--- src/rtl/fifo_rd_pkg.sv ---
// fifo_rd_pkg: shared state encoding and buffer depth for the FIFO stream reader.
package fifo_rd_pkg;
  localparam int DEPTH = 2;
  typedef enum logic [1:0] {IDLE = 2'd0, RUN = 2'd1, DRAIN = 2'd2} state_t;
endpackage

--- src/rtl/fifo_rd_skid.sv ---
// fifo_rd_skid: two-entry in-order buffer between FIFO read data and the stream port.
module fifo_rd_skid
  import fifo_rd_pkg::*;
#(
  parameter int DATA_WIDTH = 8
) (
  input  logic                  clk,
  input  logic                  rst,
  input  logic                  push,
  input  logic                  pop,
  input  logic [DATA_WIDTH-1:0] din,
  output logic [DATA_WIDTH-1:0] dout,
  output logic [1:0]            occ
);
  logic [DATA_WIDTH-1:0] mem [DEPTH];
  logic rd_ptr, wr_ptr;
  assign dout = mem[rd_ptr];
  always_ff @(posedge clk)
    if (push) mem[wr_ptr] <= din;
  always_ff @(posedge clk) begin
    if (rst) begin
      occ    <= '0;
      rd_ptr <= 1'b0;
      wr_ptr <= 1'b0;
    end else begin
      occ    <= occ + 2'(push) - 2'(pop);
      rd_ptr <= rd_ptr ^ pop;
      wr_ptr <= wr_ptr ^ push;
    end
  end
endmodule

--- src/rtl/fifo_stream_reader.sv ---
// fifo_stream_reader: issues FIFO reads and presents words as a valid/ready stream.
// Define FIFO_RD_CNT_EN to add the word_cnt delivered-word counter port.
module fifo_stream_reader
  import fifo_rd_pkg::*;
#(
  parameter int DATA_WIDTH = 8,
  parameter int CNT_WIDTH  = 16
) (
  input  logic                  clk,
  input  logic                  rst,
  input  logic                  en,
  input  logic                  empty,
  output logic                  r_en,
  input  logic [DATA_WIDTH-1:0] data_out,
  output logic                  m_valid,
  input  logic                  m_ready,
  output logic [DATA_WIDTH-1:0] m_data,
  output logic                  idle
`ifdef FIFO_RD_CNT_EN
  ,
  output logic [CNT_WIDTH-1:0]  word_cnt
`endif
);
  state_t     state, state_n;
  logic       infl, pop;
  logic [1:0] occ;
  assign m_valid = occ != 2'd0;
  assign pop     = m_valid && m_ready;
  assign idle    = state == IDLE;
  // Buffered plus in-flight words, less the one leaving now, must leave room for the new read.
  assign r_en = !rst && en && !empty && state != DRAIN &&
                (3'(occ) + 3'(infl) - 3'(pop) < 3'(DEPTH));
  always_comb
    state_n = (state == IDLE) ? (en ? RUN : IDLE) :
              en ? RUN : ((occ != 2'd0 || infl) ? DRAIN : IDLE);
  always_ff @(posedge clk) begin
    if (rst) begin
      state <= IDLE;
      infl  <= 1'b0;
    end else begin
      state <= state_n;
      infl  <= r_en;
    end
  end
  fifo_rd_skid #(.DATA_WIDTH(DATA_WIDTH)) u_skid (
    .clk (clk),
    .rst (rst),
    .push(infl),
    .pop (pop),
    .din (data_out),
    .dout(m_data),
    .occ (occ)
  );
`ifdef FIFO_RD_CNT_EN
  always_ff @(posedge clk)
    if (rst) word_cnt <= '0;
    else if (pop) word_cnt <= word_cnt + 1'b1;
`endif
endmodule
--- config.mk ---
export PLATFORM = sky130hd
export DESIGN_NAME = fifo_stream_reader
export DESIGN_NICKNAME = d
export VERILOG_FILES = /design/src/rtl/fifo_rd_pkg.sv /design/src/rtl/fifo_rd_skid.sv /design/src/rtl/fifo_stream_reader.sv
export SDC_FILE = /design/constraint.sdc
export NUM_CORES = 1
export LEC_CHECK = 0
export BUFFER_PORTS_ARGS = -buffer_cell sky130_fd_sc_hd__buf_2
export CORE_MARGIN = 10
export CORE_UTILIZATION = 50
export CTS_CLUSTER_SIZE = 28
export DETAILED_ROUTE_END_ITERATION = 6
export MAX_ROUTING_LAYER = met4
export PLACE_DENSITY = 0.77
export SLEW_MARGIN = 20
export SYNTH_ARGS = -nofsm -noshare
export SYNTH_HDL_FRONTEND = slang
export SYNTH_SLANG_ARGS = --single-unit
--- constraint.sdc ---
create_clock -name clk -period 2.7 [get_ports clk]
set_clock_uncertainty 0.1 [all_clocks]
set_input_delay 0.135 -clock clk [delete_from_list [all_inputs] [get_ports clk]]
set_output_delay 0.135 -clock clk [all_outputs]
set_load 0.02 [all_outputs]
==> run_results.csv <==
group,metric,value,unit
run_status,status,"finished clean",
floorplan,design.die.area,3970,um^2
logic_synthesis,synth_fp_nets,77,
clock_tree,clockBufferDepth,2,
logic_synthesis,netlist_area,926,um^2
logic_synthesis,synthCells,59,
setup_path,critPathRequiredTime,2.47,ns
logic_synthesis,synth_warnings,0,
timing,worst_hold_slack,0.113,ns
power,internal-power,0.000647,W
cells_and_area,n_antenna_cell,0,
setup_path,cp_slowest_stage_delay,0.46,ns
floorplan,initial_core_util,53.0,%
timing,grt_setup_unrepaired,"false",
routing,drc,0,
logic_synthesis,synth_largest_area_cell,"edfxtp_1",
setup_path,cp.arrival,2.31,ns
clock_tree,h-tree-depth,1,
setup_path,path_cells,"o21a_2, ha_1, inv_1, ha_1, fa_1, nor2_2, o2111a_1, buf_2",
logic_synthesis,ys_seq_area_share,67.0,%
place,detailed_place_hpwl,1200,um
place,pre_cts_slack,0.474,ns
power,p_per_area,788,nW/um^2
global_routing,grt_first_pass_wirelength,2730,um
power,power.switching,0.000311,W
clock_tree,clkLatencyLatePin,0.30,ns
timing,fin_tns_setup,0,ns
global_routing,grt_max_degree,13,
timing,fin_ws,0.156,ns
global_routing,grt-busiest-layer,"met2",
power,switching_share,32.5,%
clock_tree,cts_tree,"built",
timing,hold_viol_final,0,
cells_and_area,fillers,143,
power,p_clk_share,15.4,%
routing,dr_total_vias,580,
timing,clock.fmax,0.393,GHz
global_routing,grt_overflow,0,
logic_synthesis,synth_area_leaders,"edfxtp_1, dfxtp_1, mux2_2, ha_1, and2b_1",
logic_synthesis,synth_top_area_share,51.9,%
global_routing,use_met2,14.2,%
timing,min_period,2.54,ns
global_routing,grtUsageMet1,9.15,%
clock_tree,clkSinkCount,23,
timing,setup_viol,0,
setup_path,cp-end-kind,"primary output",
timing,worstMarginPinSlew,0.447,ns
setup_path,crit_fanout,4,
hold_path,min_path_type,"input pin to flip-flop",
logic_synthesis,synth_cell_type_count,16,
routing,wl_per_cell,13.4,um
setup_path,cpMostUsedCell,"ha_1",
routing,antenna_violating_nets_post_route,0,
timing,timing.final.max_slew_violations,0,
global_routing,antenna_found_initial,0,
floorplan,rows,15,
logic_synthesis,synth_seq_cells,23,
routing,vias_per_cell,4.75,
global_routing,met3_usage,3.23,%
floorplan,die_w,63.0,um
place,gp_congestion,0.749,
cells_and_area,regArea,622,um^2
timing,max_slew_margin,70.1,%
power,seqPwrFrac,49.6,%
cells_and_area,fin_util,69.6,%
routing,wl,1630,um
setup_path,crit_path_top_delay_cell,"fa_1",
global_routing,track_usage,8.63,%
cells_and_area,finalInstanceArea,1210,um^2
power,p_leak,0.505,nW
cells_and_area,layout-drive-gt1-share,39.2,%
setup_path,cp_top_family,"adder cells",
routing,dr.pass1.iters,4,
floorplan,core_area,1750,um^2
power,pwr-share-comb,35.1,%
cells_and_area,area_delta_synth_final,31.2,%
clock_tree,post_cts_buffers,0,
flow_run,cap_violations,0,
setup_path,critPathKind,"flip-flop to primary output",
cells_and_area,nets,116,
clock_tree,cts_buffers,3,
clock_tree,root_buffer,"clkbuf_4",
global_routing,first_global_vias,611,
timing,period_share,94.2,%
floorplan,ioPinCount,24,
power,vdd_drop_max,0.499,mV
place,place_area,1060,um^2
routing,drtIter0Drc,11,
logic_synthesis,syn_avg_cell_area,15.7,um^2
setup_path,cp-start-kind,"flip-flop",
cells_and_area,multi_input_area,278,um^2
place,io_buffers,23,
floorplan,die_y,63.0,um
setup_path,critPathBufInv,2,
clock_tree,clk_pin_slew,0.12,ns
registers in the layout, summed over array words and instances, names as in the netlist:
name,count
u_skid.wr_ptr,1
infl,1
u_skid.rd_ptr,1
u_skid.mem,16
u_skid.occ,2
state,2
final timing paths:
check / start / end / slack, ns / cells past startpoint
setup reg to reg: u_skid.occ[1] / infl / 0.71 / 7
setup / recovery: u_skid.occ[1] / r_en / 0.16 / 8
hold / removal: m_ready / u_skid.rd_ptr / 0.11 / 3
hold reg to reg: state[0] / infl / 0.45 / 1
per-layer routing:
layer  part of all wire [%]  vias up  routed length [um]
met5                      0        -                   0
met4                    1.0        0                  17
met1                     42      278                 690
met2                     52       15                 839
li1                       -      285                   -
met3                    5.0        2                  81
worst register-to-register path, delay by kind of cell (launching register included):
family                     cells  cell delay, ns
adders and majority gates      3            0.91
AOI/OAI and AO/OA              2            0.41
DFF                            1            0.36
and+or+nand+nor                1            0.13
buffers and inverters          1            0.04
cells in the final DEF (no fill, tap or decap), drive strengths merged:
master and n:
nor4 1, xor2 1, fa 1, o2111a 2
inv 6, mux2 9, clkbuf 4, dlygate4sd3 12
ha 4, buf 23, nor2 4, nand2 1
edfxtp 16, and2b 4, nor3 1, dfxtp 7
o21a 1
metrics by stage:
stage	power, W	instances
3_5_place_dp	0.000805	106
2_1_floorplan	0.000712	59
6_report	0.000958	122
5_1_grt	0.00103	122
3_3_place_gp	0.000799	106
4_1_cts	0.000966	121
area by class of cell:
cell class / instances / share of cell area (%)
sequential: 23 / 51.2
tap: 25 / 2.57
inverter: 6 / 1.85
timing repair buffer: 35 / 19.4
clock buffer: 4 / 2.16
multi-input combinational: 29 / 22.9
power by group through the flow:
stage | combinational [W] | sequential [W] | clock [W]
detailed placement | 0.000323 | 0.000481 | 0
CTS | 0.000336 | 0.000474 | 0.000156
global route | 0.000377 | 0.000481 | 0.000169
finish | 0.000336 | 0.000475 | 0.000147
floorplan | 0.000257 | 0.000455 | 0
global placement | 0.000322 | 0.000477 | 0
logic make-up after synthesis:
family | after synthesis | synth area share (%)
compound gates | 3 | 3.38
simple gates | 11 | 6.49
buf+inv | 7 | 3.24
flops | 23 | 67.0
xor+xnor | 1 | 0.946
mux | 9 | 11.4
fa+ha+maj | 5 | 7.57
Yosys cell counts (all sizes together):
cell,n
edfxtp,16
mux2,9
dfxtp,7
inv,6
and2b,4
ha,4
nor2,4
o2111a,2
buf,1
fa,1
nand2,1
nor3,1
nor4,1
o21a,1
xor2,1
what timing repair did:
action | 4_1_cts | 5_1_grt
gates resized for setup | 0 | 2
endpoints found under the hold margin | 18 | 1
hold buffers | 11 | 1
setup endpoints to repair | 0 | 1
No activity file was read; power rests on OpenSTA's default activity.
